### src/rtl/adder8.sv
// Registered 8-bit two-level carry-lookahead adder for the Tiny Tapeout user slot.
// Define ADDER8_SAT_EN to clamp overflowing sums to 8'hFF instead of wrapping.
module adder8 (
    input  logic       clk,
    input  logic       rst_n,
    input  logic       ena,
    input  logic [7:0] ui_in,
    input  logic [7:0] uio_in,
    output logic [7:0] uo_out,
    output logic [7:0] uio_out,
    output logic [7:0] uio_oe
);

    // 4-bit lookahead group: returns {group_g, group_p, c3, c2, c1, c0}
    function automatic logic [5:0] cla4(input logic [3:0] g, input logic [3:0] p, input logic cin);
        logic [3:0] c;
        logic       gg;
        logic       gp;
        c[0] = cin;
        c[1] = g[0] | (p[0] & cin);
        c[2] = g[1] | (p[1] & g[0]) | (p[1] & p[0] & cin);
        c[3] = g[2] | (p[2] & g[1]) | (p[2] & p[1] & g[0]) | (p[2] & p[1] & p[0] & cin);
        gg   = g[3] | (p[3] & g[2]) | (p[3] & p[2] & g[1]) | (p[3] & p[2] & p[1] & g[0]);
        gp   = p[3] & p[2] & p[1] & p[0];
        return {gg, gp, c};
    endfunction

    logic [7:0] g;
    logic [7:0] p;
    logic [5:0] grp0;
    logic [5:0] grp1;
    logic       c4;
    logic       c8;
    logic [7:0] carry;
    logic [7:0] sum;
    logic [7:0] sum_next;
    logic [7:0] sum_q;
    logic       cout_q;

    // Bit generate/propagate, second-level group carries and sum bits
    always_comb begin
        g     = ui_in & uio_in;
        p     = ui_in ^ uio_in;
        grp0  = cla4(g[3:0], p[3:0], 1'b0);
        // Carry into bit 4 from group 0 lookahead terms (carry-in is zero)
        c4    = grp0[5] | (grp0[4] & 1'b0);
        grp1  = cla4(g[7:4], p[7:4], c4);
        c8    = grp1[5] | (grp1[4] & grp0[5]);
        carry = {grp1[3:0], grp0[3:0]};
        sum   = p ^ carry;
    end

    // Select the value captured into the sum register
    always_comb begin
        sum_next = sum;
`ifdef ADDER8_SAT_EN
        if (c8 == 1'b1) begin
            sum_next = 8'hFF;
        end else begin
            sum_next = sum;
        end
`endif
    end

    // Result registers with asynchronous active-high reset and clock enable
    always_ff @(posedge clk or posedge rst_n) begin
        if (rst_n) begin
            sum_q  <= 8'h00;
            cout_q <= 1'b0;
        end else if (ena) begin
            sum_q  <= sum_next;
            cout_q <= c8;
        end else begin
            sum_q  <= sum_q;
            cout_q <= cout_q;
        end
    end

    assign uo_out  = sum_q;
    assign uio_out = 8'h00;
    assign uio_oe  = 8'h00;

endmodule

### config.mk
export PLATFORM = sky130hd
export DESIGN_NAME = adder8
export DESIGN_NICKNAME = d
export VERILOG_FILES = /design/src/rtl/adder8.sv
export SDC_FILE = /design/constraint.sdc
export NUM_CORES = 1
export LEC_CHECK = 0
export BUFFER_PORTS_ARGS = -buffer_cell sky130_fd_sc_hd__buf_4
export CORE_MARGIN = 4
export CORE_UTILIZATION = 35
export CTS_CLUSTER_SIZE = 14
export DETAILED_ROUTE_END_ITERATION = 8
export GPL_TIMING_DRIVEN = 0
export PLACE_DENSITY = 0.67
export SETUP_SLACK_MARGIN = 0.4
export SLEW_MARGIN = 20
export SYNTH_ARGS = -nofsm -noshare
export SYNTH_HDL_FRONTEND = slang
export SYNTH_SLANG_ARGS = --single-unit
### constraint.sdc
create_clock -name clk -period 1.8 [get_ports clk]
set_input_delay 0 -clock clk [delete_from_list [all_inputs] [get_ports clk]]
set_output_delay 0 -clock clk [all_outputs]
set_load 0.01 [all_outputs]
* Word level (Yosys, flattened, before mapping)
Index checks and enable logic that the tools add are counted.
Word-level totals: register bits after elaboration 8, logic and storage cells 34, output and inout bits 24, input port bits 19
Operators by class: bitwise operators 33
Operator list (number):
- 1-bit AND | 18
- 8-bit XOR | 2
- 1-bit bitwise OR | 12
- 7-bit AND | 1

* Logic depth before layout (Yosys ltp)
Gate-level depths: netlist of run 1.
depth in word-level cells 8, depth in mapped cells 7, mapped depth without buffers 7

* Least setup slack after synthesis of run 1
Ideal clock, no wire load.
path type input to register, start point input port ui_in[2], end point register sum_q[4], in the netlist uo_out[4], path buffers 0, required time 1.675 ns, setup time 0.125 ns, setup slack 0.174 ns, stages on the path 6, arrival 1.501 ns, cells stage by stage ha_1 a41oi_1 a21boi_1 inv_1 fa_1 mux2_2
Between the ends: word-level cells in the longest chain between the ends 6, elaborated cells between the ends (all ways) 11, classes of those cells bitwise: 11
RTL lines:
- start, declared | RTL line 7 | input logic [7:0] ui_in,
- 7-bit AND or 8-bit XOR (tied branches) | RTL line 42, 43
- 1-bit AND, on equally long branches
- 1-bit bitwise OR (tied with other cells) | RTL line 23 | gg = g[3] | (p[3] & g[2]) | (p[3] & p[2] & g[1]) | (p[3] & p[2] & p[1] & g[0]);
- 1-bit bitwise OR or 1-bit AND (tied branches) | RTL line 23
- 1-bit bitwise OR (*) | RTL line 23
- 8-bit XOR (*) | RTL line 50 | sum = p ^ carry;
- net sum[4] | RTL line 35 | logic [7:0] sum;
- end signal, assigned | RTL line 71 | sum_q <= sum_next;
- end signal, assigned | RTL line 74 | sum_q <= sum_q;
- end, declared | RTL line 37 | logic [7:0] sum_q;
Mark *: on every way through the listed nets, which the timed path passes. The rest lies on a longest branch. A chain may end at the register's enable or synchronous reset.

* Worst setup path after layout of run 1
start point input port uio_in[2], end point register sum_q[4], in the netlist uo_out[4]
Between the ends: word-level cells in the longest chain between the ends 6, elaborated cells between the ends (all ways) 11, classes of those cells bitwise: 11
RTL lines:
- start, declared | RTL line 8 | input logic [7:0] uio_in,
- 7-bit AND or 8-bit XOR (tied branches) | RTL line 42, 43
- 1-bit AND, on equally long branches
- 1-bit bitwise OR (tied with other cells) | RTL line 23
- 1-bit bitwise OR or 1-bit AND (tied branches) | RTL line 23
- 1-bit bitwise OR (*) | RTL line 23
- 8-bit XOR (*) | RTL line 50
- net sum[4] | RTL line 35
Marks and branches as above.

==> impl_metrics.csv, run 1 <==
group,metric,value,unit
status,outcome,"finished clean",
synthesis,synth_cell_types,26,
power_and_ir_drop,swShare,31.1,%
setup_path,cp_max_fo,5,
final_layout,mostFrequentLayoutCells,"43 x buf_4, 16 x conb_1, 8 x dfrtp_1",
power_and_ir_drop,internal_power,0.469,mW
sta,post-route-period-util,75.5,%
synthesis,ys_seq_area_share,27.3,%
sta,fin_crit,1360,ps
sta,fmax,0.736,GHz
cts,insertion_delay,250,ps
synthesis,synth_area,733,um^2
global_route,grt_pass1_wl,2.35,mm
floorplanning,rows,16,
power_and_ir_drop,power.density,609,mW/mm^2
setup_path,end_kind,"flip-flop",
power_and_ir_drop,power_leakage,0.591,nW
power_and_ir_drop,p_clk_share,20.0,%
synthesis,synth_area_leaders,"dfrtp_1 27%, buf_4 16%, ha_1 12%",
sta,rsz0062_at_grt,"no",
place,pre_cts_ws,144,ps
global_route,antenna_found_initial,0,
route,drt_iter0_drc,16,
cts,clockRootBuffer,"clkbuf_4",
synthesis,async_flop_share,100,%
floorplanning,die_y,53.8,um
route,post_drt_via_cell_ratio,4.19,
sta,holdWs,116,ps
setup_path,crit_type,"in -> reg",
sta,setup_viol,0,
setup_path,crit_arrival,1490,ps
final_layout,multi_input_area,498,um^2
floorplanning,pin_count,43,
final_layout,final_cell_area,0.00112,mm^2
cts,h-tree-depth,1,
final_layout,largest_reg_flops,8,
place,io_buffers,26,
power_and_ir_drop,p_switching,0.212,mW
cts,clk_pin_slew,50,ps
final_layout,n_fill_cell,182,
final_layout,nNetsFinal,152,
sta,hold_violations,0,
synthesis,yosys_register_bits,8,
route,wl_per_cell,9.80,um
sta,tns,0,ps
final_layout,final_util,56.4,%
synthesis,yosysWarnings,0,
synthesis,synthCells,76,
synthesis,yosysTopAreaCell,"dfrtp_1",
synthesis,synthFlopType,"dfrtp_1",
sta,skew,0,ps
route,num_vias,625,
route,post-route-drc-count,0,
final_layout,n_antenna_cell,0,
final_layout,layout.area.seq,200,um^2
floorplanning,die_w,53.8,um
setup_path,crit_required,1930,ps
place,place_congestion,0.783,
setup_path,startpoint_type,"input pin",
floorplanning,coreArea,0.00198,mm^2
route,drt-pass1-iter-count,4,
power_and_ir_drop,worst_ir_drop_vdd,0.313,mV
floorplanning,die_area,0.00289,mm^2
floorplanning,start_util,37.0,%
final_layout,final_common_cell,"buf_4",
cts,numCtsBuffers,3,
route,antenna_left,0,
global_route,gr-usage-all-layers,11.0,%
sta,slew_viol_final,0,
place,dpl-instance-area,0.00107,mm^2
route,wl,1.46,mm
synthesis,postSynthAreaPerCell,9.65,um^2
run,maxCapViolCount,0,
synthesis,synth_top_area_share,27.3,%
sta,setup_ws,441,ps
cts,cts_buffer_depth,2,
global_route,grt_overflow,0,
synthesis,synth_edf_count,0,
cts,cts_tree,"done",
power_and_ir_drop,power_frac_seq,34.8,%
final_layout,area_growth,52.4,%
global_route,grt_pass1_vias,566,
final_layout,drive_above_1_share,47.5,%
cts,clock_sinks,8,
hold_path,holdCritPathClass,"in -> reg",
global_route,grt_max_degree,11,
place,dpl.hpwl,1.31,mm
power_and_ir_drop,combPwrFrac,45.2,%
timing repair:
action | in CTS | in global routing
setup endpoints to repair | 0 | 2
endpoints found under the hold margin | 8 | 0
gates resized for setup | 0 | 2
buffers inserted | 0 | 1
hold buffers | 1 | 0
path summary, 6_finish.rpt:
check | cells after the start | slack (ps) | endpoint | start
worst max-delay path | 7 | 440 | uo_out[4] | uio_in[2]
worst min-delay path | 3 | 120 | uo_out[0] | uio_in[0]
worst max register to register | 1 | 940 | uo_out[7] | uo_out[7]
worst min register to register | 1 | 510 | uo_out[0] | uo_out[0]
max in group asynchronous | 3 | 1300 | uo_out[5] | rst_n
min in group asynchronous | 3 | 260 | uo_out[1] | rst_n
synth_stat cells, types with 2 or more instances:
master and number:
a21oi_1 4, xnor2_1 4, buf_4 16, inv_1 7
dfrtp_1 8, a21o_1 3, ha_1 7, fa_1 2
nand2_1 2, mux2_2 4, nor2_1 4
power groups by stage:
| stage | clock [mW] | sequential [mW] | combinational [mW] |
|---|---|---|---|
| 4_1_cts | 0.143 | 0.237 | 0.303 |
| 6_report | 0.136 | 0.237 | 0.307 |
| 2_1_floorplan | 0 | 0.254 | 0.167 |
| 5_1_grt | 0.150 | 0.241 | 0.343 |
| 3_5_place_dp | 0 | 0.239 | 0.302 |
| 3_3_place_gp | 0 | 0.239 | 0.296 |
per-layer routing:
metal	GRT usage, %	wire, um	part of all wire (%)
met4	3.83	16	1.1
met1	13.8	588	40
met3	1.66	126	8.6
met5	0	0	0
met2	19.0	728	50
cell families after synthesis:
group | after synthesis | synth area share, %
other | 1 | 0.511
buffers and inverters | 24 | 20.5
flip-flops | 8 | 27.3
AND/OR/NAND/NOR | 10 | 7.00
XOR/XNOR | 4 | 4.78
adder cells (fa/ha/maj) | 9 | 17.4
AO/OA/AOI/OAI | 16 | 16.4
multiplexers | 4 | 6.14
per-stage QoR:
step           power, mW  std cells
6_report           0.681        149
5_1_grt            0.733        149
4_1_cts            0.683        148
3_5_place_dp       0.541        144
3_3_place_gp       0.534        144
2_1_floorplan      0.421         91
worst max-delay path, cell delays in order:
cell,delay [ps]
buf_4,120
ha_4,250
a41oi_2,170
a21boi_4,230
inv_2,50
fa_1,420
mux2_2,260
layout make-up:
type / count / area share [%]
buffer: 17 / 11.1
timing repair buffer: 28 / 19.0
tap: 27 / 3.02
multi-input combinational: 59 / 44.6
inverter: 7 / 2.35
sequential: 8 / 17.9
clock buffer: 3 / 2.02
Note: power is estimated with default switching activity, not from simulation.
==> run 2: changes to the inputs <==
- PLACE_DENSITY: 0.67 -> 0.69
- clock period: 1.8 -> 1.2 ns (I/O delays scaled with it)
==> impl_metrics.csv, run 2 (same netlist as run 1, synthesis figures left out) <==
group,metric,value,unit
final_layout,drive_above_1_share,55.6,%
final_layout,largest_reg_flops,8,
route,num_vias,664,
status,outcome,"finished with violations",
cts,cts_buffer_depth,2,
sta,setup_ws,-107,ps
cts,clockRootBuffer,"clkbuf_4",
global_route,gr-usage-all-layers,12.7,%
final_layout,layout.area.seq,200,um^2
power_and_ir_drop,power_leakage,0.663,nW
cts,clock_sinks,8,
route,wl,1.68,mm
setup_path,worst-r2r-cell-count,1,
floorplanning,pin_count,43,
final_layout,instances_no_fill,153,
sta,setup_viol,3,
sta,hold_violations,0,
setup_path,crit_type,"in -> reg",
global_route,grt_overflow,0,
route,antenna_left,0,
power_and_ir_drop,worst_ir_drop_vdd,0.459,mV
power_and_ir_drop,power.density,890,mW/mm^2
final_layout,n_antenna_cell,0,
hold_path,holdPathStages,3,
setup_path,timing.rr.start,"uo_out[7]",
run,maxCapViolCount,0,
final_layout,final_util,64.3,%
floorplanning,die_area,0.00289,mm^2
final_layout,mostFrequentLayoutCells,"33 x buf_4, 16 x conb_1, 12 x buf_6",
sta,post-route-period-util,109,%
floorplanning,die_w,53.8,um
place,dpl.hpwl,1.32,mm
setup_path,end_kind,"flip-flop",
route,post_drt_via_cell_ratio,4.34,
cts,cts_tree,"done",
route,wl_per_cell,11.0,um
floorplanning,die_y,53.8,um
cts,insertion_delay,240,ps
sta,relSlewSlack,64.6,%
floorplanning,start_util,37.0,%
sta,tightest_slew,532,ps
place,place_congestion,0.840,
sta,rsz0062_at_grt,"yes",
route,post-route-drc-count,0,
place,io_buffers,26,
floorplanning,coreArea,0.00198,mm^2
sta,slew_viol_final,0,
setup_path,cp-startpoint,"ui_in[1]",
global_route,grt_pass1_wl,2.70,mm
route,drt-pass1-iter-count,2,
power_and_ir_drop,total_power,1.13,mW
setup_path,cp_max_fo,3,
floorplanning,rows,16,
global_route,grt_pass1_vias,661,
place,dpl.cell_count,144,
status,violations,"negative setup slack",
final_layout,nNetsFinal,156,
place,pre_cts_ws,-444,ps
sta,fin_crit,1310,ps
global_route,grt_max_degree,11,
cts,h-tree-depth,1,
cts,numCtsBuffers,3,
setup_path,startpoint_type,"input pin",
sta,skew,0,ps
sta,fmax,0.765,GHz
final_layout,final_cell_area,0.00127,mm^2
final_layout,multi_input_area,563,um^2
hold_path,holdCritPathClass,"in -> reg",
sta,holdWs,102,ps
final_layout,n_fill_cell,162,
setup_path,crit_arrival,1430,ps
hold_path,worstHoldStart,"uio_in[0]",
setup_path,crit_required,1330,ps
final_layout,final_common_cell,"buf_4",
global_route,antenna_found_initial,0,
cts,clk_pin_slew,50,ps
route,drt_iter0_drc,6,
final_layout,area_growth,73.9,%
place,dpl-instance-area,0.00108,mm^2
sta,tns,-129,ps
run 2: cell types whose count changed in the layout (fill, tap and decap cells not counted), moves of 2 or more:
cell     change
mux2_2       -3
buf_4       -10
buf_8        +2
buf_6       +12
mux2_4       +3
fa_2         +2
xnor2_2      +3
fa_1         -2
xnor2_1      -3
run 2: cell type report:
class / instances / share of cell area (%)
multi-input combinational: 59 / 44.2
timing repair buffer: 32 / 23.7
sequential: 8 / 15.7
buffer: 17 / 9.72
tap: 27 / 2.65
inverter: 7 / 2.26
clock buffer: 3 / 1.77
run 2: path summary, 6_finish.rpt:
kind / slack [ps] / end
min in group asynchronous: 260 / uo_out[2]
setup / recovery: -110 / uo_out[4]
hold reg to reg: 520 / uo_out[4]
setup reg to reg: 350 / uo_out[7]
hold / removal: 100 / uo_out[0]
max in group asynchronous: 700 / uo_out[0]
run 2: timing repair:
action | CTS | global route
endpoints found under the hold margin | 8 | 0
gates resized for setup | 15 | 13
setup endpoints to repair | 6 | 11
pin swaps | 12 | 7
hold buffers | 1 | 0
gates cloned | 0 | 0
setup buffers | 5 | 0
run 2: worst max-delay path: stages:
cell      delay [ps]
buf_8            100
ha_4             240
a41oi_2          160
a21boi_4         210
inv_2             50
fa_2             410
mux2_4           270
run 2: metal layers:
metal | routed length (um) | GRT usage (%)
met5 | 0 | 0
met4 | 19 | 3.83
met3 | 118 | 1.94
met2 | 870 | 22.2
met1 | 676 | 15.7
run 2: where the power goes:
group	internal, mW	switching, mW	total, mW
registers	0.324	0.0355	0.360
logic	0.346	0.229	0.576
clock network	0.114	0.0853	0.199
==> run 3: changes to the inputs <==
- RECOVER_POWER: not set -> 100
==> impl_metrics.csv, run 3 (same netlist as run 1, synthesis figures left out) <==
group,metric,value,unit
floorplanning,coreArea,0.00198,mm^2
global_route,grt_pass1_vias,661,
sta,setup_viol,3,
setup_path,end_kind,"flip-flop",
global_route,grt_max_degree,11,
sta,setup_ws,-107,ps
setup_path,critPathMaxStageDelay,410,ps
run,maxCapViolCount,0,
setup_path,cp_cell_sequence,"buf_8, ha_4, a41oi_2, a21boi_4, inv_2, fa_2, mux2_4",
route,wl,1.69,mm
setup_path,cp_max_fo,3,
setup_path,crit_arrival,1430,ps
cts,clock_sinks,8,
cts,cts_tree,"done",
floorplanning,rows,16,
final_layout,nNetsFinal,156,
floorplanning,die_w,53.8,um
final_layout,final_cell_area,0.00122,mm^2
setup_path,crit_buf_inv,2,
setup_path,r2r_end,"uo_out[7]",
floorplanning,die_area,0.00289,mm^2
sta,post-route-period-util,109,%
status,violations,"negative setup slack",
route,post_drt_via_cell_ratio,4.33,
setup_path,startpoint_type,"input pin",
setup_path,cp_top_family,"adder cells",
route,wl_per_cell,11.1,um
place,io_buffers,26,
setup_path,critPathCapture,"uo_out[4]",
power_and_ir_drop,total_power,1.06,mW
power_and_ir_drop,worst_ir_drop_vdd,0.414,mV
floorplanning,start_util,37.0,%
status,outcome,"finished with violations",
final_layout,final_common_cell,"buf_4",
sta,tightest_slew,532,ps
cts,insertion_delay,240,ps
final_layout,n_antenna_cell,0,
sta,hold_violations,0,
cts,cts_buffer_depth,2,
setup_path,timing.rr.start,"uo_out[7]",
sta,fmax,0.765,GHz
global_route,grt_pass1_wl,2.70,mm
cts,clk_pin_slew,50,ps
final_layout,area_growth,65.9,%
route,post-route-drc-count,0,
place,place_congestion,0.840,
global_route,grt_overflow,0,
route,drt_iter0_drc,5,
route,drt-pass1-iter-count,2,
hold_path,holdCritPathClass,"in -> reg",
cts,clockRootBuffer,"clkbuf_4",
setup_path,worst-r2r-cell-count,1,
route,antenna_left,0,
final_layout,drive_above_1_share,47.6,%
setup_path,cp-startpoint,"ui_in[1]",
route,num_vias,662,
cts,numCtsBuffers,3,
power_and_ir_drop,power.density,871,mW/mm^2
global_route,antenna_found_initial,0,
sta,slew_viol_final,0,
sta,rsz0062_at_grt,"yes",
setup_path,crit_type,"in -> reg",
setup_path,regToRegSetupSlack,370,ps
power_and_ir_drop,power_leakage,0.628,nW
global_route,gr-usage-all-layers,12.7,%
final_layout,n_fill_cell,173,
sta,fin_crit,1310,ps
floorplanning,die_y,53.8,um
place,dpl-instance-area,0.00108,mm^2
place,dpl.hpwl,1.32,mm
setup_path,cp.depth,7,
sta,relSlewSlack,64.5,%
final_layout,largest_reg_flops,8,
cts,h-tree-depth,1,
sta,skew,0,ps
floorplanning,pin_count,43,
setup_path,crit_required,1330,ps
final_layout,mostFrequentLayoutCells,"27 x buf_4, 16 x conb_1, 9 x clkbuf_1",
setup_path,slowest_stage,"fa_2",
[run 3: cell types whose count changed in the layout (fill, tap and decap cells not counted)]
cell,previous run,this run
buf_6,12,8
fa_1,0,1
buf_4,33,27
a21oi_1,3,4
a21oi_4,1,0
fa_2,2,1
clkbuf_1,1,9
clkbuf_4,3,5
[run 3: layout make-up]
type / instances / area, um^2 / share of cell area [%]
Tap cell: 27 / 33.8 / 2.78
Multi-Input combinational cell: 59 / 549 / 45.2
Buffer: 17 / 124 / 10.2
Timing Repair Buffer: 32 / 258 / 21.2
Sequential cell: 8 / 200 / 16.5
Inverter: 7 / 28.8 / 2.37
Clock buffer: 3 / 22.5 / 1.85
[run 3: how the worst min path moves through the flow]
stage	from	endpoint	slack, ps	depth (start not counted)
after floorplan	rst_n	uo_out[0]	-180	1
after global placement	rst_n	uo_out[0]	-30	2
after detailed placement	rst_n	uo_out[1]	-20	2
after CTS	ui_in[0]	uo_out[0]	100	3
after global routing	uio_in[0]	uo_out[0]	110	3
final	uio_in[0]	uo_out[0]	100	3
[run 3: repair_timing]
| action | 4_1_cts | 5_1_grt |
|---|---|---|
| endpoints found under the hold margin | 8 | 0 |
| gates cloned | 0 | 0 |
| hold buffers | 1 | 0 |
| setup endpoints to repair | 6 | 11 |
| resized for setup | 15 | 13 |
| setup buffers | 5 | 0 |
| pin swaps | 12 | 7 |
[run 3: routing by layer]
metal  track usage [%]  part of all wire [%]  routed length [um]  vias to the layer above
met5                 0                     0                   0                        -
met4              3.83                   1.1                  19                        0
met3              1.94                   7.2                 122                        2
met2              22.2                    51                 865                       28
met1              15.7                    41                 687                      295
li1                  -                     -                   -                      337
[run 3: per-stage QoR]
stage / std cells / hold slack [ps] / util [%] / setup slack (ps) / setup TNS (ps)
finish: 153 / 102 / 61.4 / -107 / -130
global placement: 144 / -34.6 / 54.7 / -421 / -1100
floorplan: 91 / -184 / - / -221 / -346
global route: 153 / 107 / 61.4 / -125 / -297
detailed placement: 144 / -22.3 / 54.7 / -444 / -1200
CTS: 153 / 95.7 / 61.0 / -77.7 / -88.5
[run 3: report_power, final]
group	internal (mW)	leakage (nW)	switching, mW
sequential	0.324	0.0936	0.0296
clock	0.114	0.0138	0.0849
combinational	0.282	0.520	0.225
